<file path="config.mk">
export PLATFORM = sky130hd
export DESIGN_NAME = seq_detect_param
export DESIGN_NICKNAME = d
export VERILOG_FILES = /design/src/rtl/seq_detect_pkg.sv /design/src/rtl/sat_counter.sv /design/src/rtl/seq_detect_param.sv
export SDC_FILE = /design/constraint.sdc
export NUM_CORES = 1
export LEC_CHECK = 0
export ABC_AREA = 1
export CORE_UTILIZATION = 45
export DETAILED_ROUTE_END_ITERATION = 10
export PLACE_DENSITY = 0.76
export SYNTH_ARGS = -nofsm -noshare
export SYNTH_HDL_FRONTEND = slang
export SYNTH_HIERARCHICAL = 1
export SYNTH_SLANG_ARGS = --single-unit
</file>
<file path="constraint.sdc">
create_clock -name clk -period 6.4 [get_ports clk]
set_input_delay 0.96 -clock clk [delete_from_list [all_inputs] [get_ports clk]]
set_output_delay 0.96 -clock clk [all_outputs]
set_load 0.02 [all_outputs]
</file>
<file path="src/rtl/seq_detect_pkg.sv">
// Shared types and helpers for the parametrised serial pattern detector.
package seq_detect_pkg;

    typedef enum logic [0:0] {
        Fill,
        Armed
    } state_e;

    // Power-on configuration: pattern 10010, length 5, overlapping matches.
    localparam logic [31:0] DEF_PAT = 32'h0000_0012;
    localparam int unsigned DEF_LEN = 5;
    localparam bit          DEF_OVL = 1'b1;

    // A zero length would never compare, so it is promoted to 1.
    // Over-long requests are capped at the history depth.
    function automatic int unsigned clamp_len(int unsigned len, int unsigned max_len);
        if (len == 0) begin
            return 1;
        end else if (len > max_len) begin
            return max_len;
        end else begin
            return len;
        end
    endfunction

    // Mask with the low len bits set.
    function automatic logic [31:0] len_mask(int unsigned len);
        if (len >= 32) begin
            return '1;
        end else begin
            return (32'd1 << len) - 32'd1;
        end
    endfunction

endpackage

</file>
<file path="src/rtl/sat_counter.sv">
// Saturating event counter with a sticky saturation flag and a clear that
// takes priority over a simultaneous increment.
module sat_counter #(
    parameter int unsigned W = 8
) (
    input  logic         clk,
    input  logic         rst,
    input  logic         clr,
    input  logic         inc,
    output logic [W-1:0] cnt,
    output logic         sat
);

    logic [W-1:0] cnt_q, cnt_d;
    logic         sat_q, sat_d;

    // Next count: hold at all-ones; the flag sets once the top is reached.
    always_comb begin
        cnt_d = cnt_q;
        sat_d = sat_q;
        if (clr) begin
            cnt_d = '0;
            sat_d = 1'b0;
        end else begin
            if (inc && (cnt_q != '1)) begin
                cnt_d = cnt_q + W'(1);
            end
            sat_d = sat_q | (&cnt_d);
        end
    end

    // Counter state register.
    always_ff @(posedge clk) begin
        if (rst) begin
            cnt_q <= '0;
            sat_q <= 1'b0;
        end else begin
            cnt_q <= cnt_d;
            sat_q <= sat_d;
        end
    end

    assign cnt = cnt_q;
    assign sat = sat_q;

endmodule

</file>
<file path="src/rtl/seq_detect_param.sv">
// Run-time configurable serial bit-pattern detector. Valid-qualified input
// bits shift into a history register; once len bits have been collected each
// beat compares the newest len bits against the pattern.
module seq_detect_param
    import seq_detect_pkg::*;
#(
    parameter int unsigned          PAT_W   = 8,
    parameter int unsigned          CNT_W   = 8,
    parameter logic [PAT_W-1:0]     RST_PAT = PAT_W'(DEF_PAT),
    parameter int unsigned          RST_LEN = DEF_LEN,
    parameter bit                   RST_OVL = DEF_OVL
) (
    input  logic                         clk,
    input  logic                         rst,
    input  logic                         din_valid,
    input  logic                         din,
    input  logic                         cfg_we,
    input  logic [PAT_W-1:0]             cfg_pat,
    input  logic [$clog2(PAT_W+1)-1:0]   cfg_len,
    input  logic                         cfg_ovl,
    input  logic                         clr_cnt,
    output logic                         match,
    output logic [CNT_W-1:0]             match_cnt,
    output logic                         cnt_sat,
    output logic                         armed
);

    localparam int unsigned LenW = $clog2(PAT_W + 1);
    localparam logic [LenW-1:0] RstLen = LenW'(clamp_len(RST_LEN, PAT_W));

    state_e           state_q, state_d;
    logic [PAT_W-1:0] hist_q, hist_d, pat_q, pat_d;
    logic [LenW-1:0]  fill_q, fill_d, len_q, len_d;
    logic             ovl_q, ovl_d, match_q, match_d;
    logic [PAT_W-1:0] hist_new, mask;
    logic [LenW-1:0]  fill_inc;
    logic             hit;

    assign hist_new = {hist_q[PAT_W-2:0], din};
    assign mask     = PAT_W'(len_mask(32'(len_q)));
    assign fill_inc = (fill_q < len_q) ? fill_q + LenW'(1) : fill_q;

    // Next-state: config load beats data; a hit may restart filling.
    always_comb begin
        state_d = state_q;
        hist_d  = hist_q;
        fill_d  = fill_q;
        pat_d   = pat_q;
        len_d   = len_q;
        ovl_d   = ovl_q;
        match_d = 1'b0;
        hit     = 1'b0;
        if (cfg_we) begin
            pat_d   = cfg_pat;
            len_d   = LenW'(clamp_len(32'(cfg_len), PAT_W));
            ovl_d   = cfg_ovl;
            hist_d  = '0;
            fill_d  = '0;
            state_d = Fill;
        end else if (din_valid) begin
            hist_d = hist_new;
            fill_d = fill_inc;
            // Compare on every beat once armed, and on the beat that arms.
            if ((state_q == Armed) || (fill_inc == len_q)) begin
                state_d = Armed;
                hit     = ((hist_new & mask) == (pat_q & mask));
            end
            if (hit) begin
                match_d = 1'b1;
                if (!ovl_q) begin
                    state_d = Fill;
                    fill_d  = '0;
                end
            end
        end
    end

    // Detector state register.
    always_ff @(posedge clk) begin
        if (rst) begin
            state_q <= Fill;
            hist_q  <= '0;
            fill_q  <= '0;
            pat_q   <= RST_PAT;
            len_q   <= RstLen;
            ovl_q   <= RST_OVL;
            match_q <= 1'b0;
        end else begin
            state_q <= state_d;
            hist_q  <= hist_d;
            fill_q  <= fill_d;
            pat_q   <= pat_d;
            len_q   <= len_d;
            ovl_q   <= ovl_d;
            match_q <= match_d;
        end
    end

    sat_counter #(
        .W (CNT_W)
    ) u_cnt (
        .clk (clk),
        .rst (rst),
        .clr (clr_cnt),
        .inc (hit),
        .cnt (match_cnt),
        .sat (cnt_sat)
    );

    assign match = match_q;
    assign armed = (state_q == Armed);

endmodule

</file>
After elaboration in Yosys (flattened, before gate mapping):

Index checks and enable logic that the tools add are counted.

* register bits: 35
* bits of input ports: 19
* output and inout bits: 11

* add/subtract/negate cells: 3
* $lt $le $gt $ge: 2
* equality and inequality tests: 3
* shifts and indexed selects: 1
* multiplexer cells: 16
* bitwise gates (word level): 4
* reduce and logical (&&, ||, !) cells: 7

Operators by type and width (number)
* 4-bit 2-to-1 mux: 5
* 8-bit bitwise AND: 2
* 8-bit 2-to-1 mux: 2
* 1-bit 2-to-1 mux: 9
* 8-bit by 1-bit adder with 8-bit output, second input constant: 1
* 8-bit equality test: 1
* 8-bit inequality test, second input constant: 1
* 8-bit AND reduction: 1
* 1-bit by 4-bit << shifter with 8-bit output, first input constant: 1
* 8-bit by 1-bit subtractor with 8-bit output, second input constant: 1
* 4-bit by 1-bit adder with 4-bit output, second input constant: 1
* 4-bit equality test: 1
* 4-bit > comparator, second input constant: 1
* 4-bit logical NOT: 1
* 4-bit less-than comparator: 1
* 2-bit OR reduction: 2
* 3-bit OR reduction: 1
* 1-bit logical AND: 1
* 1-bit logical OR: 1
* 1-bit inverter: 1
* 1-bit bitwise OR: 1

Longest topological paths before layout:

Gate-level depths: netlist of run 1.

* depth after elaboration: 14
* gate-level depth with buffers: 27
* gate-level depth less buffers: 26

By module:

The synthesis of run 1 kept the hierarchy.

By module, submodules not included
* seq_detect_param: times used 1, cells each 210, area each 1487.7 sq um, sequential area each 520.5 sq um
* sat_counter: times used 1, cells each 87, area each 561.8 sq um, sequential area each 180.2 sq um

Worst setup path before layout of run 1:

Ideal clock, no wire load.

* path kind: in2reg
* start point: input port din
* end point: register u_cnt.sat_q, in the netlist u_cnt/sat
* setup time: 0.067 ns
* arrival: 2.654 ns
* required time: 6.333 ns
* setup slack: 3.679 ns
* stages on the path: 16
* buffers on the path: 1
* cells stage by stage: xor2_1 -> nand2_1 -> nand3_1 -> o21bai_1 -> nor3_4 -> nand2_2 -> nor3_2 -> buf_4 -> nand2_1 -> nor2_2 -> nand3_1 -> nand2_1 -> nand4_1 -> nor2_2 -> nand2_1 -> a21oi_2

* longest elaborated chain between the ends: 12

Ends and longest elaborated chain
* from (decl): line seq_detect_param.sv:16 `input logic din,`
* 8-bit bitwise AND: line seq_detect_param.sv:66 `hit = ((hist_new & mask) == (pat_q & mask));`
* 8-bit equality test: line seq_detect_param.sv:66
* 1-bit 2-to-1 mux: line seq_detect_param.sv:64 `if ((state_q == Armed) || (fill_inc == len_q)) begin`
* 1-bit 2-to-1 mux: line seq_detect_param.sv:60 `end else if (din_valid) begin`
* 1-bit 2-to-1 mux: line seq_detect_param.sv:53 `if (cfg_we) begin`
* 1-bit 2-to-1 mux: line seq_detect_param.sv:60
* 1-bit 2-to-1 mux: line seq_detect_param.sv:53
* net hit: line seq_detect_param.sv:37 `logic hit;`
* 1-bit logical AND: line sat_counter.sv:25 `if (inc && (cnt_q != '1)) begin`
* 8-bit 2-to-1 mux: line sat_counter.sv:25
* 8-bit 2-to-1 mux: line sat_counter.sv:21 `if (clr) begin`
* 8-bit AND reduction: line sat_counter.sv:28 `sat_d = sat_q | (&cnt_d);`
* 1-bit bitwise OR: line sat_counter.sv:28
* to (signal assigned): line sat_counter.sv:39 `sat_q <= sat_d;`
* to (decl): line sat_counter.sv:15 `logic sat_q, sat_d;`

The timed path passes the listed nets, and every way through them passes these cells. The select of a mux whose other input is x is not followed.
A chain may end at the register's enable or synchronous reset.

Final worst setup path of run 1:

* start point: input port din_valid
* end point: register u_cnt.sat_q, in the netlist u_cnt/sat

* longest elaborated chain between the ends: 7

Ends and longest elaborated chain
* from (decl): line seq_detect_param.sv:15 `input logic din_valid,`
* 1-bit 2-to-1 mux: line seq_detect_param.sv:60
* 1-bit 2-to-1 mux: line seq_detect_param.sv:53
* net hit: line seq_detect_param.sv:37
* 1-bit logical AND: line sat_counter.sv:25
* 8-bit 2-to-1 mux: line sat_counter.sv:25
* 8-bit 2-to-1 mux: line sat_counter.sv:21
* 8-bit AND reduction: line sat_counter.sv:28
* 1-bit bitwise OR: line sat_counter.sv:28

The timed path passes the listed nets, and every way through them passes these cells. The select of a mux whose other input is x is not followed.

==> impl_results.md, run 1 <==
* PwrDens at 215 nW/um^2
* CP most frequent cell: nand2_1
* Crit path required time at 6630 ps
* Register area at 701 sq um
* Fill cell count at approximately 400
* CP max stage delay at 670 ps
* Seq cells post-synth at 35
* Met1 usage at 0.267
* Final Power at 0.540 mW
* Clock Path Buffers at 2
* Synth top cells by count: 78 x nand2_1, 35 x dfxtp_1, 30 x nor2_1, 28 x nand3_1, 25 x inv_1
* Slowest CP cell: clkdlybuf4s50_1
* Arr. time, crit path at approximately 3700 ps
* Initial Utilization at 0.471
* Minimum clock period at 3450 ps
* Initial antenna violation count at 0
* TritonCTS Buffers at 5
* First-pass GRT wire length at around 8000 um
* CP Class: input port to register
* GPL Wtd Cong at 0.880
* Count leader, synth: nand2_1
* Synth Instances at 297
* Post-DRT Antenna Nets at 0
* Worst clock skew at 11.3 ps
* DRC Markers at 0
* Setup TNS at 0 ps
* Synth async-reset ratio at 0
* Ant. Diodes at 0
* Max FO, Critical Path at 17
* Total GRT Usage at 0.210
* Avg Synthesized Cell Area at 6.90 sq um
* Max-cap check violation count at 0
* Synthesized area at ~2000 sq um
* Cell Rows at 24
* Multi-input logic area at 1210 sq um
* Synthesis-to-finish area growth at 22.5%
* VDD IR-drop max at 129 uV
* CP endpoint kind: register
* Vias/cell at approximately 5.2
* Top Usage Layer GRT: met2
* DP HPWL at 3390 um
* Core Box Area at 4350 sq um
* CTS Hold Bufs at 0
* Postcts setup bufs at 0
* H-tree level count at 2
* Wirelength per Cell at 12.2 um
* Sequential share of the synthesized area at 0.342
* Synth cell types at 33
* Pin count of the biggest net entering global routing at 18
* Critical path, cell by cell: clkdlybuf4s50_1 > clkinv_1 > nor3_2 > nand2_1 > nor2_2 > nand3_1 > nand2_1 > nand4_1 > nor2_2 > nand2_1 > a21oi_2
* Clock-pin slew on the worst setup and hold paths at ~70 ps
* Nets at 351
* Fin. Hold Viols at 0
* Sink Count at 35
* # port buffers at 29
* DR iter-0 viols at 144
* Top FF cell, synth: dfxtp_1
* Worst skew pair latency at 290 ps
* Mapped Nets at 322
* Slew headroom at 0.592
* DIE HEIGHT at between 60 and 70 um
* Post-CTS sizing at 0
* GR Overflow Total at 0
* Fin crit share at 0.540
* Met2 track demand over resource at 0.348
* I/O pin count at 30
* Vias in the first global route at 1741
* Crit start category: input port
* Status: finished, final reports clean
* Synth area leader: dfxtp_1
* Top-area cell type share of the netlist area at 0.342
* Layout cells sized above 1 at 0.116
* Synth top area cells: dfxtp_1 34%, nand2_1 14%, nand3_1 6.8%, nor2_1 5.5%, a21oi_1 5.1%
* Setup violators final at 0
* DR pass1 iterations at 6
* LEAKAGE at ~1.0 nW
* Slew @ Worst Pin at 609 ps
* Number of enable flip-flop cells after synthesis at 0
* GR Layer Usage met3 at 0.0436
* Full die area at 4830 sq um
* Die width at 69.5 um
* Peak Freq at a little under 300 MHz
* Hold WC Path Type: register to register
* Number of warning messages in the yosys log at 6
* CTS tree: built
* Via count at 1985
* Final WL at 4630 um
* Root buffer cell: clkbuf_8
* RSZ-0062 raised after global routing: no
* Fin. max-slew vios at 0
## cell families after synthesis
family	count (synthesis)	synth area share
simple gates	169	0.396
compound gates	45	0.129
buf+inv	35	0.0665
flops	35	0.342
xor+xnor	7	0.0299
fa+ha+maj	6	0.0366
## metrics by stage
| step | instances | hold slack [ps] | worst slack, ps | area [sq um] | utilization |
|---|---|---|---|---|---|
| 6_report | 379 | 468 | 2950 | 2510 | 0.576 |
| 4_1_cts | 379 | 475 | 2970 | 2510 | 0.576 |
| 2_1_floorplan | 297 | 446 | 3680 | 2050 | - |
| 5_1_grt | 379 | 483 | 2660 | 2510 | 0.576 |
| 3_3_place_gp | 371 | 460 | 2760 | 2370 | 0.545 |
| 3_5_place_dp | 371 | 456 | 2680 | 2370 | 0.545 |
## registers in the layout (all words and copies together) (netlist names)
| register | cells |
|---|---|
| hist_q | 7 |
| match | 1 |
| pat_q | 8 |
| len_q | 4 |
| fill_q | 4 |
| armed | 1 |
| ovl_q | 1 |
| u_cnt/cnt | 8 |
| u_cnt/sat | 1 |
## placed cells by master (no fill, tap or decap), drive strengths merged
cell,count
a211oi,1
a21oi,26
bufinv,2
clkbuf,5
clkdlybuf4s50,29
clkinv,2
clkinvlp,1
dfxtp,35
ha,6
inv,26
nand2,92
nand3,29
nand3b,1
nand4,8
nor2,35
nor3,2
nor4,1
o211ai,2
o21ai,14
o21bai,2
or2,1
xnor2,2
xor2,5
## final cells by class
type	count	area share
flip-flops and latches	35	0.279
clock inverters	3	0.0269
repair buffers	29	0.116
well taps	52	0.0259
clock buffers	5	0.0274
inverters	28	0.0419
multi-input cells	227	0.483
## power by group
group / total (mW) / switching, mW / internal (mW)
sequential: 0.231 / 0.00642 / 0.224
clock: 0.238 / 0.0831 / 0.155
combinational: 0.0703 / 0.0407 / 0.0296
## final timing paths
kind | startpoint | slack [ps] | endpoint | depth (start not counted)
max | din_valid | 2950 | u_cnt/sat$_SDFF_PP0_ | 11
min | u_cnt/sat$_SDFF_PP0_ | 470 | u_cnt/sat$_SDFF_PP0_ | 2
max reg2reg | len_q[3]$_SDFFE_PP0P_ | 3100 | u_cnt/sat$_SDFF_PP0_ | 21
min reg2reg | u_cnt/sat$_SDFF_PP0_ | 470 | u_cnt/sat$_SDFF_PP0_ | 2
## worst max-delay path, delay by kind of cell
family,cells,cell delay (ps)
AOI/OAI and AO/OA,1,100
buffers and inverters,2,1140
and+or+nand+nor,8,1490
## layer usage
metal	routed length, um	vias up
met1	2120	883
met5	0	-
li1	-	1028
met2	2200	61
met4	102	0
met3	211	13
Note: power is estimated with default switching activity, not from simulation.
==> run 2, diff against run 1 <==
Settings changed: PLACE_DENSITY 0.76 to 0.79.
Clock period 6.4 ns to 2.95 ns, I/O delays scaled along.
==> impl_results.md, run 2 (synthesized netlist as in run 1, its figures left out) <==
* Setup violators final at 0 (unchanged)
* Commonest non-fill, non-tap cells in the layout: 77 x nand2_1, 31 x dfxtp_1, 30 x nor2_1, 29 x clkdlybuf4s50_1, 28 x nand3_1 (was 78 x nand2_1, 35 x dfxtp_1, 30 x nor2_1, 29 x clkdlybuf4s50_1, 28 x nand3_1)
* Layout cells sized above 1 at 0.161 (was 0.116)
* Initial Utilization at 0.471 (unchanged)
* Hold WC Path Type: register to register (unchanged)
* Worst clock skew at 4.74 ps (was 11.3 ps)
* Fill cell count at 404 (was 396)
* Vias in the first global route at 1881 (was 1741)
* Clock Path Buffers at 2 (unchanged)
* I/O pin count at 30 (unchanged)
* # port buffers at 29 (unchanged)
* Fin. max-slew vios at 0 (unchanged)
* Total GRT Usage at 0.209 (was 0.210)
* Register area at 706 sq um (was 701 sq um)
* Max-cap check violation count at 0 (unchanged)
* DIE HEIGHT at 69.5 um (unchanged)
* Slew headroom at 0.683 (was 0.592)
* Ant. Diodes at 0 (unchanged)
* Vias/cell at 5.27 (was 5.24)
* CTS tree: built (unchanged)
* VDD IR-drop max at 204 uV (was 129 uV)
* Full die area at 4830 sq um (unchanged)
* WHS at 480 ps (was 468 ps)
* CP endpoint kind: register (unchanged)
* Final WL at 4810 um (was 4630 um)
* Sink Count at 35 (unchanged)
* DP HPWL at 3500 um (was 3390 um)
* Synthesis-to-finish area growth at 25.0% (was 22.5%)
* Multi-input logic area at 1230 sq um (was 1210 sq um)
* Wirelength per Cell at 12.4 um (was 12.2 um)
* LEAKAGE at 1.08 nW (was 1.05 nW)
* TritonCTS Buffers at 5 (unchanged)
* Final WS setup at 205 ps (was 2950 ps)
* PwrDens at 415 nW/um^2 (was 215 nW/um^2)
* Setup TNS at 0 ps (unchanged)
* Crit start category: register (was input port)
* CP Class: register to register (was input port to register)
* Worst skew pair latency at 290 ps (about the same)
* Cell Rows at 24 (unchanged)
* Initial antenna violation count at 0 (unchanged)
* GPL Wtd Cong at 0.912 (was 0.880)
* DR pass1 iterations at 4 (was 6)
* Via count at 2039 (was 1985)
* DRC Markers at 0 (unchanged)
* Peak Freq at 364 MHz
* Slew @ Worst Pin at 474 ps (was 609 ps)
* Final Power at 1.06 mW (was 0.540 mW)
* DR iter-0 viols at 96 (was 144)
* Root buffer cell: clkbuf_8 (unchanged)
* Nets at 359 (was 351)
* Most common cell after layout, fill and taps aside: nand2_1 (unchanged)
* Crit path required time at 3180 ps (was 6630 ps)
* Fin. Hold Viols at 0 (unchanged)
* H-tree level count at 2 (unchanged)
* Minimum clock period at between 2000 and 3000 ps
* Fin crit share at 0.930
* GR Overflow Total at 0 (unchanged)
* Max FO, Critical Path at 6 (was 17)
* Die width at 69.5 um (unchanged)
* Arr. time, crit path at 2970 ps (was 3690 ps)
* Dpl ws at 101 ps (was 2680 ps)
* Clock-pin slew on the worst setup and hold paths at 80 ps (was 70 ps)
* Pin count of the biggest net entering global routing at 17 (was 18)
* First-pass GRT wire length at 8110 um (was 8020 um)
* Core Box Area at 4350 sq um (unchanged)
* Post-DRT Antenna Nets at 0 (unchanged)
* Status: finished, final reports clean (unchanged)
-- run 2: per-stage QoR --
stage | instances | utilization | area, sq um
after CTS | 384 | 0.578 | 2510
final | 387 | 0.589 | 2560
after floorplan | 297 | - | 2050
after global placement | 376 | 0.554 | 2410
after global routing | 387 | 0.589 | 2560
after detailed placement | 376 | 0.554 | 2410
-- run 2: final timing paths --
check / from / end / slack [ps] / depth (start not counted)
worst min-delay path: u_cnt/sat$_SDFF_PP0_ / u_cnt/sat$_SDFF_PP0_ / 480 / 2
worst min register to register: u_cnt/sat$_SDFF_PP0_ / u_cnt/sat$_SDFF_PP0_ / 480 / 2
worst max-delay path: len_q[2]$_SDFFE_PP1P_ / u_cnt/sat$_SDFF_PP0_ / 210 / 25
worst max register to register: len_q[2]$_SDFFE_PP1P_ / u_cnt/sat$_SDFF_PP0_ / 210 / 25
-- run 2: final cells by class --
type,instances,area share
flip-flops and latches,35,0.275
repair buffers,37,0.137
well taps,52,0.0254
multi-input cells,227,0.481
clock inverters,1,0.00293
clock buffers,7,0.0376
inverters,28,0.0410
-- run 2: report_power, final --
group | internal, mW | leakage [nW] | total [mW] | switching [mW]
Clock | 0.213 | 0.0505 | 0.398 | 0.185
Sequential | 0.488 | 0.287 | 0.502 | 0.0147
Combinational | 0.0718 | 0.741 | 0.165 | 0.0929
-- run 2: timing repair --
action	CTS	global route
hold buffers	0	0
buffers inserted	0	3
setup endpoints to repair	0	1
resized for setup	0	9
-- run 2: critical path: stages, from the launching register on --
cell	delay, ps
dfxtp_2	370
inv_1	110
ha_1	290
nand2_1	60
inv_1	60
nand2_4	100
nand2_4	80
nand2_2	80
nand2_2	60
nand2_1	50
nand2_1	50
nor2_1	120
nand2_1	90
nand2_2	100
nand2_2	70
nor3_2	170
nand2_2	100
inv_1	60
nand2_1	40
nor2_1	130
nand3_1	110
nand2_1	80
nand2_1	50
nor2_2	70
nand2_1	60
a21oi_2	110
-- run 2: per-layer routing --
metal	track usage	wire, um
met3	0.0480	223
met2	0.360	2350
met5	0	0
met1	0.252	2170
met4	0.0794	68
==> run 3, diff against run 2 <==
Settings changed: DONT_BUFFER_PORTS set to 1, PLACE_DENSITY 0.79 to 0.7.
==> impl_results.md, run 3 (synthesized netlist as in run 1, its figures left out) <==
* Dpl cell area at 2110 sq um (was 2410 sq um)
* Setup TNS at 0 ps (unchanged)
* Die width at 69.5 um (unchanged)
* Initial antenna violation count at 0 (unchanged)
* Met1 usage at 0.245 (was 0.252)
* Peak Freq at 369 MHz (was 364 MHz)
* Worst clock skew at 8.17 ps (was 4.74 ps)
* Arr. time, crit path at 2940 ps (was 2970 ps)
* VDD IR-drop max at 264 uV (was 204 uV)
* DR pass1 iterations at 6 (was 4)
* Full die area at 4830 sq um (unchanged)
* Fin. max-slew vios at 0 (unchanged)
* Root buffer cell: clkbuf_8 (unchanged)
* Via count at 1892 (was 2039)
* Total GRT Usage at 0.202 (was 0.209)
* Setup violators final at 0 (unchanged)
* Clock-pin slew on the worst setup and hold paths at 70 ps (was 80 ps)
* Minimum clock period at 2710 ps (was 2740 ps)
* Hold WC Path Type: input port to register (was register to register)
* LEAKAGE at 0.943 nW (was 1.08 nW)
* Sequential power share at 0.527 (was 0.472)
* Clock Path Buffers at 2 (unchanged)
* Fin crit share at 0.918 (was 0.930)
* Most common cell after layout, fill and taps aside: nand2_1 (unchanged)
* H-tree level count at 2 (unchanged)
* Initial Utilization at 0.471 (unchanged)
* TritonCTS Buffers at 5 (unchanged)
* Final WL at 4550 um (was 4810 um)
* Final WS setup at 242 ps (was 205 ps)
* Core Box Area at 4350 sq um (unchanged)
* Wirelength per Cell at 12.8 um (was 12.4 um)
* Worst skew pair latency at 290 ps (about the same)
* Post-DRT Antenna Nets at 0 (unchanged)
* GPL Wtd Cong at 0.859 (was 0.912)
* # port buffers at 0 (was 29)
* Crit path required time at 3180 ps (about the same)
* Sw Pwr at 0.255 mW (was 0.293 mW)
* DIE HEIGHT at 69.5 um (unchanged)
* GR Overflow Total at 0 (unchanged)
* Vias in the first global route at 1782 (was 1881)
* Vias/cell at 5.34 (was 5.27)
* Power share of the clock group at 0.343 (was 0.373)
* Slew headroom at 0.637 (was 0.683)
* Max FO, Critical Path at 6 (unchanged)
* GR Layer Usage met3 at 0.0523 (was 0.0480)
* Internal power at 0.698 mW (was 0.772 mW)
* Dpl ws at 150 ps (was 101 ps)
* Met2 track demand over resource at 0.343 (was 0.360)
* First-pass GRT wire length at 7800 um (was 8110 um)
* CP endpoint kind: register (unchanged)
* Pin count of the biggest net entering global routing at 18 (was 17)
* Sw Ratio at 0.267 (was 0.275)
* Status: finished, final reports clean (unchanged)
* Nets at 326 (was 359)
* CP Class: register to register (unchanged)
* DP HPWL at 3410 um (was 3500 um)
* DRC Markers at 0 (unchanged)
* Synthesis-to-finish area growth at 7.81% (was 25.0%)
* Top Usage Layer GRT: met2 (unchanged)
* Finished Cell Area at 2210 sq um (was 2560 sq um)
* I/O pin count at 30 (unchanged)
* Fin. Hold Viols at 0 (unchanged)
* PwrDens at 431 nW/um^2 (was 415 nW/um^2)
* CTS tree: built (unchanged)
* Cell Rows at 24 (unchanged)
* Max-cap check violation count at 0 (unchanged)
* Layout cells sized above 1 at 0.149 (was 0.161)
* Ant. Diodes at 0 (unchanged)
* Final Power at 0.952 mW (was 1.06 mW)
* Sink Count at 35 (unchanged)
* Power share of the combinational group at 0.130 (was 0.155)
* CTS Hold Bufs at 0 (unchanged)
* Post-Route Utilization at 0.507 (was 0.589)
* Commonest non-fill, non-tap cells in the layout: 78 x nand2_1, 32 x dfxtp_1, 29 x nor2_1, 28 x nand3_1, 24 x inv_1 (was 77 x nand2_1, 31 x dfxtp_1, 30 x nor2_1, 29 x clkdlybuf4s50_1, 28 x nand3_1)
* DR iter-0 viols at 94 (was 96)
* Crit start category: register (unchanged)
* Slew @ Worst Pin at 540 ps (was 474 ps)
-- run 3: cell count changes in the layout (fill, tap and decap cells not counted), sizes merged --
cell	before	now
clkinv	2	3
clkinvlp	1	0
buf	8	4
clkdlybuf4s50	29	0
-- run 3: path summary, 6_finish.rpt --
path | start | to | slack [ps] | cells past startpoint
max | len_q[3]$_SDFFE_PP0P_ | u_cnt/sat$_SDFF_PP0_ | 240 | 22
min | rst | len_q[3]$_SDFFE_PP0P_ | 210 | 1
max reg2reg | len_q[3]$_SDFFE_PP0P_ | u_cnt/sat$_SDFF_PP0_ | 240 | 22
min reg2reg | pat_q[4]$_SDFFE_PP1P_ | pat_q[4]$_SDFFE_PP1P_ | 490 | 2
-- run 3: repair_timing --
| item | CTS | global route |
|---|---|---|
| gates resized for setup | 0 | 7 |
| buffers inserted | 0 | 1 |
| setup endpoints to repair | 0 | 1 |
-- run 3: per-layer routing --
metal,vias up,share of wire
met1,848,0.46
met3,11,0.056
met5,-,0
met2,57,0.47
li1,976,-
met4,0,0.015
-- run 3: final cells by class --
class | count | area [sq um]
Fill cell | 434 | 2140
Multi-Input combinational cell | 227 | 1220
Sequential cell | 35 | 707
Inverter | 28 | 105
Clock buffer | 7 | 76.3
Tap cell | 52 | 65.1
Timing Repair Buffer | 4 | 30.0
Clock inverter | 1 | 5.00
-- run 3: per-stage QoR --
step,cells,hold slack [ps]
2_1_floorplan,297,446
3_3_place_gp,345,467
3_5_place_dp,345,474
4_1_cts,353,215
5_1_grt,354,203
6_report,354,214
-- run 3: power by group through the flow --
| stage | clock network [mW] | registers [mW] | logic, mW |
|---|---|---|---|
| after global placement | 0 | 0.512 | 0.121 |
| after floorplan | 0 | 0.509 | 0.105 |
| final | 0.327 | 0.502 | 0.124 |
| after global routing | 0.358 | 0.504 | 0.143 |
| after detailed placement | 0 | 0.512 | 0.122 |
| after CTS | 0.338 | 0.502 | 0.123 |
-- run 3: worst max-delay path: stages, from the launching register on --
cell and delay (ps):
dfxtp_4 380, inv_1 60, ha_1 320, nand2_1 70, inv_1 90, nand2_4 80, nand2_4 100, nand2_2 60
nand3_1 70, nand2_1 60, nor2_1 110, nand2_1 80, nand2_2 90, nand2_2 80, nor3_4 130, nand2_1 110
nor2_2 170, nand3_1 110, nand2_1 100, nand4_1 100, nor2_2 110, nand2_1 60, a21oi_2 110
